==> src/rtl/gp_pkg.sv <==
// Shared definitions for the GP command decoder: opcodes, FSM encoding,
// default field widths and operand word field positions.
package gp_pkg;

   localparam int GP_COORD_W = 10;
   localparam int GP_COLOR_W = 24;

   localparam logic [7:0] OP_STOP = 8'h00;
   localparam logic [7:0] OP_FILL = 8'h01;
   localparam logic [7:0] OP_LINE = 8'h02;

   localparam int OPCODE_LSB = 24;
   localparam int OPND_X_LSB = 16;
   localparam int OPND_Y_LSB = 0;

   typedef enum logic [2:0] {
      ST_IDLE       = 3'd0,
      ST_FETCH_OP   = 3'd1,
      ST_FETCH_P0   = 3'd2,
      ST_FETCH_P1   = 3'd3,
      ST_ISSUE_FILL = 3'd4,
      ST_ISSUE_LINE = 3'd5
   } gp_state_e;

endpackage

==> src/rtl/gp_operand_unpack.sv <==
// Splits an operand word into its X and Y coordinate fields.
module gp_operand_unpack
   import gp_pkg::*;
#(
   parameter int COORD_W = GP_COORD_W
) (
   input  logic [31:0]        word_i,
   output logic [COORD_W-1:0] x_o,
   output logic [COORD_W-1:0] y_o
);

   // Bits outside the two coordinate fields carry no meaning.
   logic unused_word_bits;

   assign x_o = word_i[OPND_X_LSB +: COORD_W];
   assign y_o = word_i[OPND_Y_LSB +: COORD_W];
   assign unused_word_bits = ^word_i;

endmodule

==> src/rtl/gp_cmd_decoder.sv <==
// GP command decoder: parses the prefetch FIFO word stream and dispatches
// FILL / LINE commands to their engines over valid/ready handshakes.
//
// state          | meaning
// ---------------+-------------------------------------------------
// ST_IDLE        | waiting for gp_valid to start a command list
// ST_FETCH_OP    | expecting an opcode word
// ST_FETCH_P0    | expecting the first LINE operand (x0/y0)
// ST_FETCH_P1    | expecting the second LINE operand (x1/y1)
// ST_ISSUE_FILL  | fill_valid high, waiting for fill_ready
// ST_ISSUE_LINE  | line_valid high, waiting for line_ready
module gp_cmd_decoder
   import gp_pkg::*;
#(
   parameter int COORD_W = GP_COORD_W,
   parameter int COLOR_W = GP_COLOR_W
) (
   input  logic               clk,
   input  logic               rst,
   input  logic               gp_valid,
   input  logic               gp_interrupt,
   input  logic [31:0]        word_in,
   input  logic               fifo_stall,
   output logic               gp_stall,
   output logic               fill_valid,
   input  logic               fill_ready,
   output logic [COLOR_W-1:0] fill_color,
   output logic               line_valid,
   input  logic               line_ready,
   output logic [COLOR_W-1:0] line_color,
   output logic [COORD_W-1:0] line_x0,
   output logic [COORD_W-1:0] line_y0,
   output logic [COORD_W-1:0] line_x1,
   output logic [COORD_W-1:0] line_y1,
   output logic               gp_done,
   output logic               gp_err
);

   gp_state_e          state_q, state_d;
   logic [COLOR_W-1:0] fill_color_q, fill_color_d;
   logic [COLOR_W-1:0] line_color_q, line_color_d;
   logic [COORD_W-1:0] x0_q, x0_d, y0_q, y0_d;
   logic [COORD_W-1:0] x1_q, x1_d, y1_q, y1_d;
   logic               fill_valid_q, line_valid_q;
   logic               done_q, done_d;
   logic               err_q, err_d;
   logic               in_fetch;
   logic [7:0]         opcode;
   logic [COORD_W-1:0] opnd_x, opnd_y;

   gp_operand_unpack #(.COORD_W(COORD_W)) u_unpack (
      .word_i (word_in),
      .x_o    (opnd_x),
      .y_o    (opnd_y)
   );

   assign opcode   = word_in[OPCODE_LSB +: 8];
   assign in_fetch = (state_q == ST_FETCH_OP) || (state_q == ST_FETCH_P0) ||
                     (state_q == ST_FETCH_P1);
   assign gp_stall = !(in_fetch && !fifo_stall);

   // Next-state and field-latch decode; restart beats abort beats normal flow.
   always_comb begin
      state_d      = state_q;
      fill_color_d = fill_color_q;
      line_color_d = line_color_q;
      x0_d         = x0_q;
      y0_d         = y0_q;
      x1_d         = x1_q;
      y1_d         = y1_q;
      done_d       = 1'b0;
      err_d        = err_q;
      if (gp_valid) begin
         state_d = ST_FETCH_OP;
         err_d   = 1'b0;
      end else if (gp_interrupt) begin
         state_d = ST_IDLE;
      end else begin
         case (state_q)
            ST_FETCH_OP: if (!fifo_stall) begin
               case (opcode)
                  OP_STOP: begin
                     done_d  = 1'b1;
                     state_d = ST_IDLE;
                  end
                  OP_FILL: begin
                     fill_color_d = word_in[COLOR_W-1:0];
                     state_d      = ST_ISSUE_FILL;
                  end
                  OP_LINE: begin
                     line_color_d = word_in[COLOR_W-1:0];
                     state_d      = ST_FETCH_P0;
                  end
                  default: err_d = 1'b1;
               endcase
            end
            ST_FETCH_P0: if (!fifo_stall) begin
               x0_d    = opnd_x;
               y0_d    = opnd_y;
               state_d = ST_FETCH_P1;
            end
            ST_FETCH_P1: if (!fifo_stall) begin
               x1_d    = opnd_x;
               y1_d    = opnd_y;
               state_d = ST_ISSUE_LINE;
            end
            ST_ISSUE_FILL: if (fill_ready) state_d = ST_FETCH_OP;
            ST_ISSUE_LINE: if (line_ready) state_d = ST_FETCH_OP;
            default: ;
         endcase
      end
   end

   // State, latched fields and registered handshake/status outputs.
   always_ff @(posedge clk) begin
      if (rst) begin
         state_q      <= ST_IDLE;
         fill_color_q <= '0;
         line_color_q <= '0;
         x0_q         <= '0;
         y0_q         <= '0;
         x1_q         <= '0;
         y1_q         <= '0;
         fill_valid_q <= 1'b0;
         line_valid_q <= 1'b0;
         done_q       <= 1'b0;
         err_q        <= 1'b0;
      end else begin
         state_q      <= state_d;
         fill_color_q <= fill_color_d;
         line_color_q <= line_color_d;
         x0_q         <= x0_d;
         y0_q         <= y0_d;
         x1_q         <= x1_d;
         y1_q         <= y1_d;
         fill_valid_q <= (state_d == ST_ISSUE_FILL);
         line_valid_q <= (state_d == ST_ISSUE_LINE);
         done_q       <= done_d;
         err_q        <= err_d;
      end
   end

   assign fill_valid = fill_valid_q;
   assign line_valid = line_valid_q;
   assign fill_color = fill_color_q;
   assign line_color = line_color_q;
   assign line_x0    = x0_q;
   assign line_y0    = y0_q;
   assign line_x1    = x1_q;
   assign line_y1    = y1_q;
   assign gp_done    = done_q;
   assign gp_err     = err_q;

endmodule
==> config.mk <==
export PLATFORM = sky130hd
export DESIGN_NAME = gp_cmd_decoder
export DESIGN_NICKNAME = d
export VERILOG_FILES = /design/src/rtl/gp_pkg.sv /design/src/rtl/gp_operand_unpack.sv /design/src/rtl/gp_cmd_decoder.sv
export SDC_FILE = /design/constraint.sdc
export NUM_CORES = 1
export LEC_CHECK = 0
export CAP_MARGIN = 20
export CORE_ASPECT_RATIO = 1.4
export CORE_MARGIN = 2
export CORE_UTILIZATION = 35
export DETAILED_ROUTE_END_ITERATION = 10
export HOLD_SLACK_MARGIN = 0.08
export MAX_ROUTING_LAYER = met4
export PLACE_DENSITY = 0.74
export SLEW_MARGIN = 20
export SYNTH_ARGS = -nofsm -noshare
export SYNTH_HDL_FRONTEND = slang
export SYNTH_HIERARCHICAL = 1
export SYNTH_SLANG_ARGS = --single-unit
==> constraint.sdc <==
create_clock -name clk -period 3 [get_ports clk]
set_input_delay 0.3 -clock clk [delete_from_list [all_inputs] [get_ports clk]]
set_output_delay 0.3 -clock clk [all_outputs]
set_load 0.1 [all_outputs]
# After elaboration in Yosys (flattened, before gate mapping)

Index checks and enable logic that the tools add are counted.

Multiply operators: 0
Bitwise operators: 5
Equal/unequal tests: 9
Add/sub/neg operators: 0
Muxes and demuxes: 10
Divide/modulo/power cells: 0
Reductions and logical operators: 14
Shift operators: 0
Magnitude comparators: 0

Operator list:

| operator             | number |
|---|---|
| $mux W3              | 7 |
| $pmux W3 S5          | 1 |
| $eq A3 B3 Y1 const B | 4 |
| $reduce_and A4 Y1    | 3 |
| $reduce_and A5 Y1    | 2 |
| $pmux W3 S3          | 1 |
| $eq A8 B1 Y1 const B | 1 |
| $eq A8 B2 Y1 const B | 1 |
| $logic_not A8 Y1     | 1 |
| $eq A3 B2 Y1 const B | 2 |
| $not A1 Y1           | 5 |
| $reduce_or A5 Y1     | 1 |
| $eq A3 B1 Y1 const B | 1 |
| $reduce_or A3 Y1     | 1 |
| $logic_not A1 Y1     | 2 |
| $logic_or A1 B1 Y1   | 2 |
| $reduce_or A2 Y1     | 1 |
| $logic_and A1 B1 Y1  | 1 |
| $mux W1              | 1 |

Input port bits: 39
Output and inout bits: 93
Register bits: 95
Memories kept: 0
Latch bits: 0
Word-level logic and storage cells: 49
ROM bits: 0
Bits in writable memories: 0

# Longest topological paths before layout

Depth in word-level cells: 7
Mapped depth: 8
Depth with buffers taken out: 5

# By module

The synthesis kept the hierarchy.

Modules (own cells, without submodules):

| module            | instances | cells an instance | sequential area each (µm²) | area each (µm²) |
|---|---|---|---|---|
| gp_cmd_decoder    | 1         | 438               | 1,901.8                    | 3,543.4 |
| gp_operand_unpack | 1         | 20                | 0.0                        | 150.1 |

# Worst setup path before layout

OpenSTA, ideal clock, no wires.

Path kind: reg-to-output
From: register state_q[1]
To: output gp_stall
Setup slack: 0.032 ns
Arrival: 2.668 ns
Buffers on the path: 1
Cell stages (with the launch flop): 3
Required time: 2.700 ns
Cell sequence: dfxtp_1 > clkbuf_1 > o21ai_0

Word-level cells in the longest chain between the ends: 5
Elaborated cells on any way between the ends: 7
Those cells by class: eq/ne (3); reduce/logical (4)

RTL lines:

| item                                                | RTL line              | source |
|---|---|---|
| start, declared                                     | gp_cmd_decoder.sv:39  | `gp_state_e state_q, state_d;` |
| start signal, assigned                              | gp_cmd_decoder.sv:129 | `state_q <= state_d;` |
| $eq A3 B1 Y1 / $eq A3 B2 Y1 (equally long branches) | gp_cmd_decoder.sv:58  | `assign in_fetch = (state_q == ST_FETCH_OP) \|\| (state_q == ST_FETCH_P0) \|\|` |
| $logic_or A1 B1 Y1                                  | gp_cmd_decoder.sv:58  |  |
| $logic_or A1 B1 Y1 *                                | gp_cmd_decoder.sv:58  |  |
| $logic_and A1 B1 Y1 *                               | gp_cmd_decoder.sv:60  | `assign gp_stall = !(in_fetch && !fifo_stall);` |
| $logic_not A1 Y1 *                                  | gp_cmd_decoder.sv:60  |  |
| end, declared                                       | gp_cmd_decoder.sv:24  | `output logic gp_stall,` |

Every way passes the cells marked *; elsewhere a longest branch is shown, timed or not.

# Worst setup path after layout

From: register y0_q[3], in the netlist line_y0[3]
To: output line_y0[3]

RTL lines:

| item                   | RTL line              | source |
|---|---|---|
| start, declared        | gp_cmd_decoder.sv:42  | `logic [COORD_W-1:0] x0_q, x0_d, y0_q, y0_d;` |
| start signal, assigned | gp_cmd_decoder.sv:133 | `y0_q <= y0_d;` |
| end, declared          | gp_cmd_decoder.sv:32  | `output logic [COORD_W-1:0] line_y0,` |

No word-level cell between the ends.

==> results.tsv <==
metric	value	unit
hp-class	in2reg	
cp_top_family	buffers and inverters	
vias	3400	
post_cts_buffers	0	
yosysMostFrequentCell	nand2_1	
worstSkewPairLatency	0.34	ns
die_h	126	um
path_max_fanout	2	
crit_arrival	1.85	ns
final.setup.worst_slack	0.850	ns
worstRegToRegCells	6	
worstHoldEndpoint	state_q[0]$_SDFF_PP0_	
ys_top_cells_by_area	dfxtp_1, nand2_1, a21oi_1	
syn_avg_cell_area	8.06	sq um
finalNonFillerCells	699	
layout-drive-gt1-share	0.162	
crit_path_top_delay_cell	clkdlybuf4s50_1	
clock_skew	0.00524	ns
fin_setup_tns	0	ns
clockBufferDepth	2	
synth.cell_area	0.00369	sq mm
clock_tree.root_cell	clkbuf_16	
gr-total-overflow	0	
max_slew_margin	0.339	
syn_nets	497	
num_rows	44	
core-area	0.0103	sq mm
hp-start	rst	
p_leak	1.74	nW
fin_nets	595	
cap_violations	0	
crit_path_start_kind	register	
ys.flop_type	dfxtp_1	
cpPeakStageDelay	1.14	ns
portBuffers	131	
multiInputGateArea	0.00146	sq mm
min_period	2.15	ns
post-route-period-util	0.717	
max_freq	0.465	GHz
rr_endpoint	line_color[5]$_SDFFE_PP0P_	
area_growth	37.9	%
diodes	0	
slew_violations	0	
min_path_cells	2	
seq_area	0.00190	sq mm
synthArstFlopShare	0	
worst-path-buf-inv	1	
remaining_drc_errors	0	
synth_edf_count	0	
cts.reportedPaths.clkPinSlew	0.06	ns
clock-sinks	95	
postCtsHoldBufs	0	
cts_tree	built	
synth_top_cell_area_share	0.515	
grt_max_degree	49	
htree_levels	3	
via_per_inst	4.86	
synthTopCellsByCount	nand2_1, dfxtp_1, a21oi_1	
gp_congestion	0.888	
first_global_vias	3185	
p_total	2.46	mW
worstReg2RegStart	state_q[0]$_SDFF_PP0_	
crit_required	2.70	ns
synth-seq-cells	95	
drt_first_pass_iters	4	
worstSetupPathType	reg2out	
gr-usage-all-layers	0.192	
die_w	90.8	um
wire_per_inst	15.2	um
dp.cells	683	
dp_worst_setup_slack	0.619	ns
antenna_left	0	
cts_resized	0	
syn_inst	458	
io_pins	132	
drt_iter0_markers	224	
vdd_ir_drop_max	0.313	mV
tightestPinTransition	0.989	ns
finalHoldViolCount	0	
status	finished clean	
rsz0062_at_grt	false	
yosysWarnings	6	
setup.worst_path.end_class	output pin	
grt_first_pass_wirelength	16600	um
start_util	0.357	
synth_seq_area_share	0.515	
setup_viol	0	
final_util	0.492	
synth_top_area_cell	dfxtp_1	
powerDensity	483	mW/mm^2
cts-buffers-inserted	9	
antenna_found_initial	0	
die_area	0.0114	sq mm
path_cells	clkdlybuf4s50_1	
synth_cell_types	30	
finalWirelength	10600	um
reg2reg_slack	0.86	ns
dp_hpwl	7580	um
fillers	1038	
-- how the worst max path moves through the flow --
stage / startpoint / endpoint / depth (start not counted)
after floorplan: state_q[1]$_SDFF_PP0_ / gp_stall / 2
after global placement: fifo_stall / line_color[19]$_SDFFE_PP0P_ / 7
after detailed placement: fifo_stall / line_color[10]$_SDFFE_PP0P_ / 7
after CTS: line_y0[3]$_SDFFE_PP0P_ / line_y0[3] / 1
after global routing: state_q[0]$_SDFF_PP0_ / line_color[18]$_SDFFE_PP0P_ / 6
final: line_y0[3]$_SDFFE_PP0P_ / line_y0[3] / 1
-- cells in the final DEF (no fill, tap or decap), types with 3 or more instances in the layout --
cell | netlist | final
a21oi_2 | 20 | 20
dfxtp_1 | 95 | 95
a21oi_1 | 70 | 70
nor2_1 | 6 | 6
clkinvlp_4 | 0 | 3
buf_4 | 21 | 52
nor2b_1 | 3 | 3
nand2_1 | 180 | 180
clkdlybuf4s50_1 | 0 | 87
o21ai_0 | 3 | 3
nand3_1 | 4 | 4
clkbuf_16 | 0 | 9
-- layer usage --
| metal | vias up | GRT usage | part of all wire |
|---|---|---|---|
| li1 | 1669 | - | - |
| met1 | 1577 | 0.222 | 0.42 |
| met2 | 126 | 0.309 | 0.49 |
| met3 | 28 | 0.0295 | 0.051 |
| met4 | 0 | 0.124 | 0.043 |
| met5 | - | - | 0 |
-- cell families (layout without fill, tap and decap cells) --
logic type             after synthesis  in the layout  share of synthesized area
and+or+nand+nor                    210            210                      0.237
DFF                                 95             95                      0.515
AOI/OAI and AO/OA                   99             99                      0.158
buffers and inverters               54            157                     0.0904
-- where the power goes --
part | switching (mW) | internal [mW]
clock network | 0.473 | 0.604
logic | 0.0672 | 0.0533
registers | 0.00268 | 1.26
-- layout make-up --
| cell class | instances | share of cell area |
|---|---|---|
| repair buffers | 139 | 0.248 |
| multi-input cells | 309 | 0.287 |
| flip-flops and latches | 95 | 0.373 |
| clock buffers | 11 | 0.0496 |
| clock inverters | 5 | 0.00639 |
| inverters | 2 | 0.00147 |
| well taps | 138 | 0.0339 |
-- registers in the layout (all words and copies together) (netlist names) --
signal / count
fill_color: 24
fill_valid: 1
gp_done: 1
gp_err: 1
line_color: 24
line_valid: 1
line_x0: 10
line_x1: 10
line_y0: 10
line_y1: 10
state_q: 3
-- stage by stage --
step,instance area (sq um),hold WS [ns]
floorplan,3690,0.375
global placement,4810,0.441
detailed placement,4810,0.444
CTS,5090,0.412
global route,5090,0.431
finish,5090,0.420
Note: power is estimated with default switching activity, not from simulation.
